--- src/rtl/cmd_ctrl.sv ---
// cmd_ctrl: host command parser that owns the mux enable mask and pin map.
// Commands arrive as single bytes from the UART receiver; read-back responses are
// streamed LSB byte first into the TX FIFO and honour fifo_full backpressure.
// Writes are assembled in a shadow register and committed in one step, so the mux
// never sees a partially written value.
// Optional build macro CMD_CTRL_ACK_EN: queue 0xA5 after every write commit and
// 0xEE after a payload timeout. Without it, writes and timeouts are silent.

module cmd_ctrl #(
    parameter int unsigned OUTPUT_COUNT   = 16,
    parameter int unsigned SEL_WIDTH      = 2,
    parameter int unsigned TIMEOUT_CYCLES = 4096,
    parameter logic [OUTPUT_COUNT-1:0]           MASK_RESET   = 16'hAA55,
    parameter logic [OUTPUT_COUNT*SEL_WIDTH-1:0] PINMAP_RESET = 32'hAABBCCDD
) (
    input  logic                              clk,
    input  logic                              rst_n,
    input  logic                              rx_valid,
    input  logic [7:0]                        rx_data,
    input  logic                              fifo_full,
    output logic                              fifo_wr_en,
    output logic [7:0]                        fifo_wr_data,
    output logic [OUTPUT_COUNT-1:0]           enabled_out,
    output logic [OUTPUT_COUNT*SEL_WIDTH-1:0] selectors,
    output logic                              busy,
    output logic [7:0]                        err_count
);

    localparam int unsigned MaskW     = OUTPUT_COUNT;
    localparam int unsigned MapW      = OUTPUT_COUNT * SEL_WIDTH;
    localparam int unsigned MaskBytes = MaskW / 8;
    localparam int unsigned MapBytes  = MapW / 8;
    // Shift/shadow registers are sized for the larger of the two registers.
    localparam int unsigned ShW       = (MapW > MaskW) ? MapW : MaskW;
    localparam int unsigned ShBytes   = ShW / 8;
    localparam int unsigned CntW      = $clog2(ShBytes + 1);
    localparam int unsigned TmoW      = (TIMEOUT_CYCLES > 1) ? $clog2(TIMEOUT_CYCLES) : 1;

    localparam logic [CntW-1:0] MaskCnt = CntW'(MaskBytes);
    localparam logic [CntW-1:0] MapCnt  = CntW'(MapBytes);
    localparam logic [CntW-1:0] OneCnt  = CntW'(1);
    localparam logic [TmoW-1:0] TmoLast = TmoW'(TIMEOUT_CYCLES - 1);
    localparam logic [TmoW-1:0] TmoOne  = TmoW'(1);

    localparam logic [7:0] CmdNop      = 8'h00;
    localparam logic [7:0] CmdRdMask   = 8'h01;
    localparam logic [7:0] CmdRdMap    = 8'h02;
    localparam logic [7:0] CmdWrMask   = 8'h03;
    localparam logic [7:0] CmdWrMap    = 8'h04;
`ifdef CMD_CTRL_ACK_EN
    localparam logic [7:0] AckByte     = 8'hA5;
    localparam logic [7:0] TimeoutByte = 8'hEE;
`endif

    typedef enum logic [1:0] {
        StIdle,
        StRxPayload,
        StTxResp
    } state_e;

    state_e            state_q, state_d;
    logic [MaskW-1:0]  mask_q, mask_d;
    logic [MapW-1:0]   map_q, map_d;
    logic [ShW-1:0]    shadow_q, shadow_d;
    logic [ShW-1:0]    tx_shift_q, tx_shift_d;
    logic [CntW-1:0]   tx_cnt_q, tx_cnt_d;
    logic [CntW-1:0]   rx_cnt_q, rx_cnt_d;
    logic [TmoW-1:0]   tmo_q, tmo_d;
    logic              target_map_q, target_map_d;
    logic              wr_en_q, wr_en_d;
    logic [7:0]        wr_data_q, wr_data_d;
    logic [7:0]        err_q, err_d;
    logic              busy_q, busy_d;
    logic              err_inc;

    // Byte slot in the shadow for the next payload byte (LSB byte first).
    logic [CntW-1:0]   total_cnt;
    logic [CntW-1:0]   wr_idx;

    assign total_cnt = target_map_q ? MapCnt : MaskCnt;
    assign wr_idx    = total_cnt - rx_cnt_q;

    // Next-state logic for the command FSM and all datapath registers.
    always_comb begin
        state_d      = state_q;
        mask_d       = mask_q;
        map_d        = map_q;
        shadow_d     = shadow_q;
        tx_shift_d   = tx_shift_q;
        tx_cnt_d     = tx_cnt_q;
        rx_cnt_d     = rx_cnt_q;
        tmo_d        = tmo_q;
        target_map_d = target_map_q;
        wr_en_d      = 1'b0;
        wr_data_d    = wr_data_q;
        err_inc      = 1'b0;

        unique case (state_q)
            StIdle: begin
                if (rx_valid) begin
                    case (rx_data)
                        CmdRdMask: begin
                            tx_shift_d = ShW'(mask_q);
                            tx_cnt_d   = MaskCnt;
                            state_d    = StTxResp;
                        end
                        CmdRdMap: begin
                            tx_shift_d = ShW'(map_q);
                            tx_cnt_d   = MapCnt;
                            state_d    = StTxResp;
                        end
                        CmdWrMask: begin
                            target_map_d = 1'b0;
                            rx_cnt_d     = MaskCnt;
                            tmo_d        = '0;
                            shadow_d     = '0;
                            state_d      = StRxPayload;
                        end
                        CmdWrMap: begin
                            target_map_d = 1'b1;
                            rx_cnt_d     = MapCnt;
                            tmo_d        = '0;
                            shadow_d     = '0;
                            state_d      = StRxPayload;
                        end
                        CmdNop: begin
                        end
                        default: err_inc = 1'b1;
                    endcase
                end
            end

            StRxPayload: begin
                if (rx_cnt_q == '0) begin
                    // Commit cycle: the whole shadow lands in the target at once.
                    if (target_map_q) begin
                        map_d = shadow_q[MapW-1:0];
                    end else begin
                        mask_d = shadow_q[MaskW-1:0];
                    end
                    shadow_d = '0;
                    state_d  = StIdle;
`ifdef CMD_CTRL_ACK_EN
                    tx_shift_d = ShW'(AckByte);
                    tx_cnt_d   = OneCnt;
                    state_d    = StTxResp;
`endif
                end else if (rx_valid) begin
                    for (int unsigned b = 0; b < ShBytes; b++) begin
                        if (CntW'(b) == wr_idx) begin
                            shadow_d[8*b +: 8] = rx_data;
                        end
                    end
                    rx_cnt_d = rx_cnt_q - OneCnt;
                    tmo_d    = '0;
                end else if (tmo_q == TmoLast) begin
                    // Host went quiet mid-payload: drop everything collected so far.
                    shadow_d = '0;
                    rx_cnt_d = '0;
                    tmo_d    = '0;
                    err_inc  = 1'b1;
                    state_d  = StIdle;
`ifdef CMD_CTRL_ACK_EN
                    tx_shift_d = ShW'(TimeoutByte);
                    tx_cnt_d   = OneCnt;
                    state_d    = StTxResp;
`endif
                end else begin
                    tmo_d = tmo_q + TmoOne;
                end
            end

            StTxResp: begin
                // Bytes arriving while a response is streaming are overruns.
                if (rx_valid) begin
                    err_inc = 1'b1;
                end
                if (!fifo_full) begin
                    wr_en_d    = 1'b1;
                    wr_data_d  = tx_shift_q[7:0];
                    tx_shift_d = tx_shift_q >> 8;
                    tx_cnt_d   = tx_cnt_q - OneCnt;
                    if (tx_cnt_q == OneCnt) begin
                        state_d = StIdle;
                    end
                end
            end

            default: state_d = StIdle;
        endcase

        err_d  = (err_inc && (err_q != 8'hFF)) ? err_q + 8'd1 : err_q;
        busy_d = (state_d != StIdle);
    end

    // State and datapath registers; reset aborts any command in flight.
    always_ff @(posedge clk or negedge rst_n) begin
        if (!rst_n) begin
            state_q      <= StIdle;
            mask_q       <= MASK_RESET;
            map_q        <= PINMAP_RESET;
            shadow_q     <= '0;
            tx_shift_q   <= '0;
            tx_cnt_q     <= '0;
            rx_cnt_q     <= '0;
            tmo_q        <= '0;
            target_map_q <= 1'b0;
            wr_en_q      <= 1'b0;
            wr_data_q    <= 8'h00;
            err_q        <= 8'h00;
            busy_q       <= 1'b0;
        end else begin
            state_q      <= state_d;
            mask_q       <= mask_d;
            map_q        <= map_d;
            shadow_q     <= shadow_d;
            tx_shift_q   <= tx_shift_d;
            tx_cnt_q     <= tx_cnt_d;
            rx_cnt_q     <= rx_cnt_d;
            tmo_q        <= tmo_d;
            target_map_q <= target_map_d;
            wr_en_q      <= wr_en_d;
            wr_data_q    <= wr_data_d;
            err_q        <= err_d;
            busy_q       <= busy_d;
        end
    end

    assign fifo_wr_en   = wr_en_q;
    assign fifo_wr_data = wr_data_q;
    assign enabled_out  = mask_q;
    assign selectors    = map_q;
    assign busy         = busy_q;
    assign err_count    = err_q;

endmodule
--- config.mk ---
export PLATFORM = sky130hd
export DESIGN_NAME = cmd_ctrl
export DESIGN_NICKNAME = d
export VERILOG_FILES = /design/src/rtl/cmd_ctrl.sv
export SDC_FILE = /design/constraint.sdc
export NUM_CORES = 1
export LEC_CHECK = 0
export BUFFER_PORTS_ARGS = -buffer_cell sky130_fd_sc_hd__buf_2
export CORE_MARGIN = 3
export CORE_UTILIZATION = 45
export CTS_BUF_LIST = sky130_fd_sc_hd__clkbuf_4 sky130_fd_sc_hd__clkbuf_8 sky130_fd_sc_hd__clkbuf_16
export DETAILED_ROUTE_END_ITERATION = 16
export GPL_TIMING_DRIVEN = 0
export PLACE_DENSITY_LB_ADDON = 0.08
export SLEW_MARGIN = 40
export SYNTH_ARGS = -nofsm -noshare
export SYNTH_HDL_FRONTEND = slang
export SYNTH_SLANG_ARGS = --single-unit
--- constraint.sdc ---
create_clock -name clk -period 2.1 [get_ports clk]
set_input_delay 0.105 -clock clk [delete_from_list [all_inputs] [get_ports clk]]
set_output_delay 0.105 -clock clk [all_outputs]
set_load 0.02 [all_outputs]
* After elaboration in Yosys (flattened, before gate mapping)
Cells that the tools add are included.
** Storage, ports and cells
- Logic and storage cells :: 119
- Flip-flop bits (word level) :: 151
- Bits of input ports :: 12
** Operators by class
- Reduce and logical (&&, ||, !) cells :: 23
- Multiplexer cells :: 49
- Equality and inequality tests :: 24
- Bitwise operators :: 2
- Add/subtract/negate cells :: 5
** Operators with widths (count)
- two-way mux 32 bit :: 7
- one-hot mux 32 bit (2 select lines) :: 3
- two-way mux 12 bit :: 5
- two-way mux 8 bit :: 4
- AND reduction 5 bit :: 5
- one-hot mux 12 bit (2 select lines) :: 1
- one-hot mux 3 bit (2 select lines) :: 4
- two-way mux 3 bit :: 7
- != test 4 bit, second input constant :: 5
- equality test 8 x 2 -> 1 bit, second input constant :: 2
- adder 12 x 1 -> 12 bit, second input constant :: 1
- equality test 12 bit, second input constant :: 1
- two-way mux 2 bit :: 6
- AND reduction 3 bit :: 3
- adder 8 x 1 -> 8 bit, second input constant :: 1
- equality test 8 x 1 -> 1 bit, second input constant :: 1
- equality test 8 x 3 -> 1 bit, second input constant :: 1
- zero test 8 bit :: 1
- two-way mux 1 bit :: 8
- != test 2 bit, second input constant :: 4
- != test 8 bit, second input constant :: 1
- AND reduction 4 bit :: 2
- nonzero test 2 bit :: 4
- equality test 2 x 3 -> 1 bit, first input constant :: 2
- other kinds (19) :: 24

* Logic depth before layout (Yosys ltp)
Gate-level depths: netlist (run 1).
- Word-level depth :: 7
- Mapped depth :: 9

* Worst setup path before layout (run 1)
Ideal clock, no wire load.
- Path kind :: register to register
- Start :: reg target_map_q
- End :: reg shadow_q[24]
- Clock period less this slack :: 2.112 ns
- Buffers on the path :: 2
- Cell stages (with the launch flop) :: 10
- Path slack :: -0.012 ns
- Arrival :: 1.987 ns
- Cells stage by stage :: dfrtp_1 -> clkbuf_1 -> inv_1 -> ha_1 -> xor3_1 -> nand2_1 -> o21ai_0 -> and3_1 -> buf_2 -> mux2_2
** Between the ends
- Cells in the longest elaborated chain, start to end :: 5
** RTL lines
- from (decl) :: RTL line 69 : logic target_map_q, target_map_d;
- from (signal assigned) :: RTL line 221 : target_map_q <= target_map_d;
- two-way mux 3 bit :: RTL line 80 : assign total_cnt = target_map_q ? MapCnt : MaskCnt;
- subtractor 3 bit :: RTL line 81 : assign wr_idx = total_cnt - rx_cnt_q;
- equality test 2 x 3 -> 1 bit :: RTL line 150 : if (CntW'(b) == wr_idx) begin
- != test 4 bit (no line)
- AND reduction 5 bit (no line)
- to (signal assigned) :: RTL line 216 : shadow_q <= shadow_d;
- to (decl) :: RTL line 64 : logic [ShW-1:0] shadow_q, shadow_d;
No other way between the ends.
A chain may end at the register's enable or synchronous reset.

* Final worst setup path (run 1)
- Start :: reg state_q[1]
- End :: reg tx_shift_q[23]
** Between the ends
- Cells in the longest elaborated chain, start to end :: 3
** RTL lines
- from (decl) :: RTL line 61 : state_e state_q, state_d;
- from (signal assigned) :: RTL line 199 : state_q <= StIdle;
- from (signal assigned) :: RTL line 213 : state_q <= state_d;
- equality test 2 bit or zero test 2 bit (tied branches) :: RTL line 98 : unique case (state_q)
- != test 2 bit (no line) (tied with other cells)
- AND reduction 4 bit (no line)
- to (signal assigned) :: RTL line 217 : tx_shift_q <= tx_shift_d;
- to (decl) :: RTL line 65 : logic [ShW-1:0] tx_shift_q, tx_shift_d;
Several ways; a longest one is shown, not always the timed one.

==> out/results.txt, run 1 <==
H-Tree Depth: 4
Avg Cell Area, Syn: 11.3 um2
GR Overflow Total: 0
final instance count without filler cells: 910
worst setup path startpoint: state_q[1]
fraction of the yosys area taken by sequential cells: 55.9%
Inst Count DP: 864
commonest non-fill, non-tap cell in the layout: dfrtp_1
FMAX: 441 MHz
Core ar.: 0.0147 mm2
Final Power: 0.00726 W
post-route cell area: 0.00849 mm2
Final #Nets: 732
Final ANT Viol Nets: 0
area growth from synthesis to layout: 24.4%
min Tclk post-route: 2.27 ns
dpl hpwl: 12,200 um
Synth top area share: 45.1%
crit path capture type: flop
DRT Wirelength: 17,400 um
cell taking the most area after synthesis: dfrtp_1
final setup violating endpoints: 28
Worst-Margin Slew: 0.582 ns
n_diodes: 0
total CTS buffers: 17
die width: 129 um
io pins: 78
Rel. slew slack: 61.1%
initial drt markers: 303
worst setup margin: -0.168 ns
Adder-Cell Fraction of Synth Area: 1.28%
Crit path required time: 2.39 ns
Hold Worst Slack: 0.0722 ns
port bufs: 76
commonest cells after routing, fill and taps aside: 123 x dfrtp_1, 90 x mux2_2, 85 x buf_2, 82 x nand2_1, 39 x o21ai_0
Clock transition at path regs: 0.06 ns
Final Skew: 0.00512 ns
Root Driver: clkbuf_16
R2R Path Start: state_q[1]
Compound-Gate Fraction of Synth Area: 8.21%
CTS sink count: 151
Async SR Flop Fraction: 100%
Yosys reg bits: 151
Setup CP Type: reg -> reg
maximum vdd ir drop: 0.538 mV
fill cell count: 1,280
Critical Path Source Type: flop
Die Ht: 129 um
worst r2r path cells: 7
Hold Path Class: in -> reg
WHS Path Cells: 3
crit share post-route: 108%
row count: 44
Hold Violations, Final: 0
GRT Total Usage: 21.7%
cells after synthesis: 602
Max-cap violations: 0
total power divided by cell area: 854 mW/mm2
mux contribution to synthesized area: 14.8%
r2r setup slk: -0.17 ns
syn nets: 621
Slew Viols, Final: 0
vias in the first global route: 5,001
initial cell density of the core: 46.4%
crit path DAT: 2.56 ns
crit-path max FO: 8
post-DR wirelength/cell: 19.1 um
Yosys cell types: 52
largest family of logic cells by synthesized area: simple AND/OR/NAND/NOR gates
Warnings, synthesis: 0
number of synthesized flops with an enable pin: 0
ranking of synthesized cells by area: dfrtp_1 45%, mux2_2 15%, dfstp_2 11%
DR pass1 iterations: 5
Synth Area in Simple Gates: 15.8%
global-route wire length before repair: 27,900 um
vias: 5,024
Pleak: 4.04 nW
RSZ-0062 raised after global routing: yes
post-layout util: 57.8%
Residual DRC: 0
gpl congestion: 0.884
vias per cell: 5.52
worst-case clock buffer depth: 2
Die Area: 0.0167 mm2
status: complete, but fails checks
Top FF cell, synth: dfrtp_1
layout cell share with drive strength beyond 1: 41.7%
Mapped Area: 0.00683 mm2
clock latency on the worst-skew pair: 0.42 ns
Hold Path Origin: rx_valid
largest net degree at the start of global routing: 71
TritonCTS clock tree: built
dpl cell area: 0.00750 mm2
initial antenna violation count: 0
XOR/XNOR share of the synthesized area: 1.37%
failing checks: setup timing
[stage by stage]
step	TNS [ns]	worst slack, ns
2_1_floorplan	0	0.0507
3_3_place_gp	-182.71	-1.22
3_5_place_dp	-30.59	-0.491
4_1_cts	-1.27	-0.101
5_1_grt	-5.57	-0.233
6_report	-1.51	-0.168
[worst paths after layout]
kind	end
worst max register to register	tx_shift_q[23]
max in group asynchronous	selectors[25]
worst max-delay path	tx_shift_q[23]
worst min register to register	tx_shift_q[26]
min in group asynchronous	fifo_wr_data[3]
worst min-delay path	state_q[0]
[repair_timing]
item	in CTS	in global routing
gates cloned	0	1
pin swaps	6	8
setup endpoints to repair	137	107
buffers inserted	2	9
hold buffers	2	0
hold endpoints to repair	124	0
resized for setup	37	38
[metal layers]
metal / global-route usage, % / vias to the layer above / share of wire [%]
met3: 4.33 / 12 / 3.9
met1: 29.9 / 2562 / 45
met4: 5.74 / 0 / 0.79
met5: 0 / - / 0
met2: 35.5 / 104 / 50
li1: - / 2346 / -
[cells by family after synthesis]
kind of cell | count (synthesis)
multiplexers | 90
AND/OR/NAND/NOR | 218
flip-flops | 151
AO/OA/AOI/OAI | 88
adder cells (fa/ha/maj) | 7
buffers and inverters | 39
XOR/XNOR | 9
[power by group]
part / switching [W] / total, W / internal [W]
clock network: 0.00115 / 0.00302 / 0.00187
registers: 0.000184 / 0.00334 / 0.00315
logic: 0.000541 / 0.000900 / 0.000359
[state kept, by name, summed over array words and instances, names as in the netlist]
| signal | flops |
|---|---|
| selectors | 32 |
| shadow_q | 32 |
| tx_shift_q | 32 |
| enabled_out | 16 |
| tmo_q | 12 |
| err_count | 8 |
| fifo_wr_data | 8 |
| rx_cnt_q | 3 |
| tx_cnt_q | 3 |
| state_q | 2 |
| busy | 1 |
| fifo_wr_en | 1 |
| target_map_q | 1 |
[Yosys cell counts (all sizes together) (5+ instances only)]
library cell,count
xor2,7
nor2b,5
and2,9
clkbuf,13
o21ai,57
nand3,19
buf,16
and3,19
a21oi,7
mux2,90
dfstp,28
nand2,86
nor2,35
nand2b,5
ha,7
nor3,11
dfrtp,123
a221oi,8
nor3b,6
nor4,5
inv,10
[final cells by class]
type                            count  area (um2)  share of cell area (%)
Buffer                             29         211                    2.49
Clock buffer                       23         489                    5.76
Clock inverter                      9         100                    1.18
Inverter                           10        37.5                   0.442
Multi-Input combinational cell    412        3030                    35.7
Sequential cell                   151        3810                    44.9
Tap cell                          184         230                    2.71
Timing Repair Buffer               92         581                    6.84
[critical path, cell delays in order (launching register included)]
cell      delay, ns
dfrtp_1        0.36
or4b_1         0.50
or4_4          0.48
a21o_1         0.20
buf_6          0.15
buf_12         0.14
a221oi_4       0.23
nor2_1         0.08
No activity file was read; power rests on OpenSTA's default activity.
==> inputs of run 2 (changes only) <==
CORE_UTILIZATION = 53   (was 45)
==> run 2 against run 1 <==
  * The flow still finishes with violations (setup timing)
  * Sequential cell count did not move
  * Non-clock buffer count increased by 6
  * Largest cell class unchanged
  * Core utilization grew 12 points
  * Routed wire length down 0.35%
  * First-iteration DRC count up 28%
  * Sequential share of layout area decreased by 0.70 points
==> out/results.txt, run 2 (synthesis gave the netlist of run 1 again) <==
critical path depth in cells: 7
total power divided by cell area: 861 mW/mm2
Final ANT Viol Nets: 0
Die Area: 0.0143 mm2
DRT Wirelength: 17,300 um
TritonCTS clock tree: built
total CTS buffers: 17
layout cell share with drive strength beyond 1: 43.9%
status: complete, but fails checks
worst r2r path cells: 7
Hold Path Class: in -> reg
RSZ-0062 raised after global routing: yes
WP buf/inv: 2
Crit path required time: 2.41 ns
min Tclk post-route: 2.21 ns
Residual DRC: 0
die width: 119 um
Clock transition at path regs: 0.06 ns
Crit path max-delay family: simple AND/OR/NAND/NOR gates
area growth from synthesis to layout: 26.4%
Worst-Margin Slew: 0.624 ns
crit path DAT: 2.52 ns
WHS Path Cells: 3
final setup violating endpoints: 20
failing checks: setup timing
crit path capture type: flop
initial cell density of the core: 55.4%
Hold Violations, Final: 0
Slew Viols, Final: 0
commonest cells after routing, fill and taps aside: 122 x dfrtp_1, 90 x mux2_2, 82 x nand2_1, 79 x buf_2, 31 x nor2_1
Core ar.: 0.0123 mm2
Slowest cell on crit path: or4b_1
crit share post-route: 105%
GRT Total Usage: 25.1%
largest net degree at the start of global routing: 64
cell chain of the critical path: or4b_1 > or4_4 > a21o_1 > buf_6 > buf_12 > a221oi_4 > nor2_1
initial drt markers: 388
port bufs: 76
FMAX: 452 MHz
io pins: 78
Pleak: 4.09 nW
worst-case clock buffer depth: 2
Root Driver: clkbuf_16
vias: 5,143
Setup CP Type: reg -> reg
GR Overflow Total: 0
Max-cap violations: 0
Final #Nets: 738
post-route cell area: 0.00863 mm2
CP peak stage delay: 0.52 ns
commonest non-fill, non-tap cell in the layout: dfrtp_1
initial antenna violation count: 0
DR pass1 iterations: 5
Rel. slew slack: 58.4%
dpl hpwl: 11,900 um
Die Ht: 119 um
Critical Path Source Type: flop
vias in the first global route: 5,138
maximum vdd ir drop: 0.663 mV
global-route wire length before repair: 27,900 um
CTS sink count: 151
crit-path max FO: 8
row count: 40
clock latency on the worst-skew pair: 0.43 ns
vias per cell: 5.71
n_diodes: 0
post-DR wirelength/cell: 19.2 um
Hold Worst Slack: 0.0645 ns
H-Tree Depth: 4
dpl cell area: 0.00748 mm2
Final Skew: 0.00762 ns
gpl congestion: 0.884
worst setup margin: -0.114 ns
==> run 2: cell count changes in the layout (fill, tap and decap cells not counted), moves of 5 or more <==
cell,previous run,this run
buf_2,85,79
o21ai_0,39,26
o21ai_1,14,20
buf_6,7,12
o21ai_2,4,10
==> run 2: area by class of cell <==
type                    count  area (um2)
clock inverters            12         153
fillers                   911        3680
inverters                  10        37.5
clock buffers              20         454
flip-flops and latches    151        3810
multi-input cells         412        3100
repair buffers             99         646
well taps                 168         210
plain buffers              28         216
==> run 2: where the power goes <==
group          switching (W)  internal [W]
Clock                0.00121       0.00192
Sequential          0.000209       0.00315
Combinational       0.000557      0.000381
Total                0.00198       0.00545
==> run 2: worst paths after layout <==
check / startpoint / slack [ns] / endpoint
max: state_q[1] / -0.11 / tx_shift_q[22]
min: rx_valid / 0.06 / state_q[0]
min in group asynchronous: rst_n / 0.17 / fifo_wr_data[3]
max reg2reg: state_q[1] / -0.11 / tx_shift_q[22]
min reg2reg: tx_shift_q[4] / 0.48 / tx_shift_q[4]
max in group asynchronous: rst_n / 1.25 / selectors[0]
==> run 2: per-layer routing <==
metal	wire length, um	part of all wire [%]	vias to the layer above	global-route usage, %
li1	-	-	2369	-
met4	243	1.4	0	7.09
met3	725	4.2	24	4.62
met1	7700	44	2615	34.5
met5	0	0	-	0
met2	8630	50	135	41.2
==> run 2: worst min-delay path, delay by kind of cell <==
family / cells / cell delay (ns)
buf+inv: 1 / 0.15
compound gates: 1 / 0.08
simple gates: 1 / 0.10
==> run 2: per-stage QoR <==
step | power [W] | util, % | setup TNS [ns] | instances | setup slack (ns)
6_report | 0.00743 | 70.1 | -0.902 | 900 | -0.114
4_1_cts | 0.00736 | 67.2 | -0.862 | 885 | -0.0998
5_1_grt | 0.00775 | 70.1 | -4.16 | 900 | -0.204
3_5_place_dp | 0.00421 | 60.7 | -26.05 | 848 | -0.509
2_1_floorplan | 0.00387 | - | 0 | 602 | 0.0507
3_3_place_gp | 0.00416 | 60.3 | -170.59 | 846 | -1.15
==> run 2: timing repair <==
| item | in CTS | in global routing |
|---|---|---|
| gates resized for setup | 45 | 64 |
| endpoints found under the hold margin | 135 | 0 |
| pin swaps | 5 | 25 |
| cloned | 0 | 3 |
| endpoints found under the setup margin | 135 | 101 |
| buffers inserted | 3 | 13 |
| hold buffers | 2 | 0 |
==> inputs of run 3 (changes only) <==
CELL_PAD_IN_SITES_DETAIL_PLACEMENT = 1   (was default)
CELL_PAD_IN_SITES_GLOBAL_PLACEMENT = 2   (was default)
CORE_UTILIZATION = 35   (was 53)
==> run 3 against run 2 <==
  * The run still ends with setup timing left
  * Fmax fell by 0.12%
  * Sequential share of layout area fell by 0.072 points
  * Cell count rose by 9.1%
  * Die area rose by 49%
  * Clock power barely moved
  * Largest power group unchanged
  * Final area rose by 0.13%
  * Hold slack improved by 0.028 ns
  * Clock-buffer cell count rose by 5
  * Worst setup slack got worse by 0.0026 ns
==> out/results.txt, run 3 (synthesis gave the netlist of run 1 again) <==
status: complete, but fails checks
failing checks: setup timing
row count: 50
worst-case clock buffer depth: 2
Clock transition at path regs: 0.06 ns
Hold Violations, Final: 0
gpl congestion: 0.801
crit path capture type: flop
Final #Nets: 728
n_diodes: 0
crit path DAT: 2.52 ns
initial cell density of the core: 36.0%
FMAX: 451 MHz
final setup violating endpoints: 31
GRT Total Usage: 18.9%
commonest non-fill, non-tap cell in the layout: dfrtp_1
crit-path max FO: 8
CTS sink count: 151
die width: 146 um
Pleak: 4.06 nW
DRT Wirelength: 19,800 um
crit share post-route: 106%
worst slack, placed: -0.571 ns
Residual DRC: 0
Rel. slew slack: 57.8%
CP peak stage delay: 0.52 ns
GRT met3 Usage: 3.61%
Final Skew: 0.0109 ns
met1 usage: 25.3%
vias: 4,991
Crit path required time: 2.41 ns
area growth from synthesis to layout: 26.6%
Hold Worst Slack: 0.0926 ns
Setup CP Type: reg -> reg
Core ar.: 0.0190 mm2
TNS Setup: -1.92 ns
total CTS buffers: 17
Root Driver: clkbuf_16
commonest cells after routing, fill and taps aside: 123 x dfrtp_1, 84 x mux2_2, 83 x buf_2, 81 x nand2_1, 31 x o21ai_0
min Tclk post-route: 2.22 ns
initial antenna violation count: 0
DR pass1 iterations: 4
Hold Path Class: in -> reg
final instance count without filler cells: 982
initial drt markers: 176
vias per cell: 5.08
cell chain of the critical path: or4b_1 > or4_4 > a21o_1 > buf_6 > buf_12 > a221oi_4 > nor2_1
Worst-Margin Slew: 0.631 ns
Max-cap violations: 0
clock latency on the worst-skew pair: 0.42 ns
GR Overflow Total: 0
Slowest cell on crit path: or4b_1
layout cell share with drive strength beyond 1: 42.1%
total power divided by cell area: 858 mW/mm2
maximum vdd ir drop: 0.517 mV
TritonCTS clock tree: built
Slew Viols, Final: 0
dpl hpwl: 14,100 um
vias in the first global route: 5,294
Inst Count DP: 940
Die Ht: 146 um
Final ANT Viol Nets: 0
H-Tree Depth: 4
RSZ-0062 raised after global routing: yes
post-DR wirelength/cell: 20.1 um
GR Util met2: 31.9%
port bufs: 76
io pins: 78
global-route wire length before repair: 31,100 um
worst setup margin: -0.117 ns
Die Area: 0.0212 mm2
busiest layer in global routing: met2
largest net degree at the start of global routing: 68
Critical Path Source Type: flop
## run 3: routing by layer
metal	share of wire (%)	vias to the layer above
li1	-	2351
met1	47	2572
met2	50	53
met3	2.0	15
met4	0.92	0
met5	0	-
## run 3: critical path, delay by kind of cell (launching register included)
kind | cells | cell delay (ns)
simple gates | 3 | 1.06
compound gates | 2 | 0.38
buf+inv | 2 | 0.28
flops | 1 | 0.37
## run 3: per-stage QoR
step                utilization (%)  power (W)  area, um2
floorplan                         -    0.00387       6830
global route                   45.6    0.00776       8640
global placement               39.7    0.00420       7530
detailed placement             40.1    0.00425       7600
finish                         45.6    0.00741       8640
CTS                            44.3    0.00746       8400
## run 3: final timing paths
kind / start / end / slack (ns) / cells after the start
setup / recovery: state_q[1] / tx_shift_q[20] / -0.12 / 7
hold / removal: rx_data[0] / target_map_q / 0.09 / 4
setup reg to reg: state_q[1] / tx_shift_q[20] / -0.12 / 7
hold reg to reg: tx_shift_q[4] / tx_shift_q[4] / 0.47 / 2
max in group asynchronous: rst_n / selectors[29] / 1.26 / 3
min in group asynchronous: rst_n / tx_shift_q[3] / 0.14 / 2
## run 3: final cells by class
class	instances	area (um2)
fillers	2071	10300
flip-flops and latches	151	3810
multi-input cells	412	3100
repair buffers	89	554
clock buffers	25	517
well taps	260	325
plain buffers	28	203
clock inverters	7	93.8
inverters	10	37.5
## run 3: power breakdown
| part | internal [W] | total, W | switching, W |
|---|---|---|---|
| Sequential | 0.00315 | 0.00336 | 0.000205 |
| Clock | 0.00195 | 0.00314 | 0.00119 |
| Combinational | 0.000357 | 0.000913 | 0.000556 |
## run 3: timing repair
item	4_1_cts	5_1_grt
buffers inserted	2	6
hold buffers	2	0
pin swaps	6	17
cloned	0	1
gates resized for setup	49	51
hold endpoints to repair	125	0
setup endpoints to repair	140	78
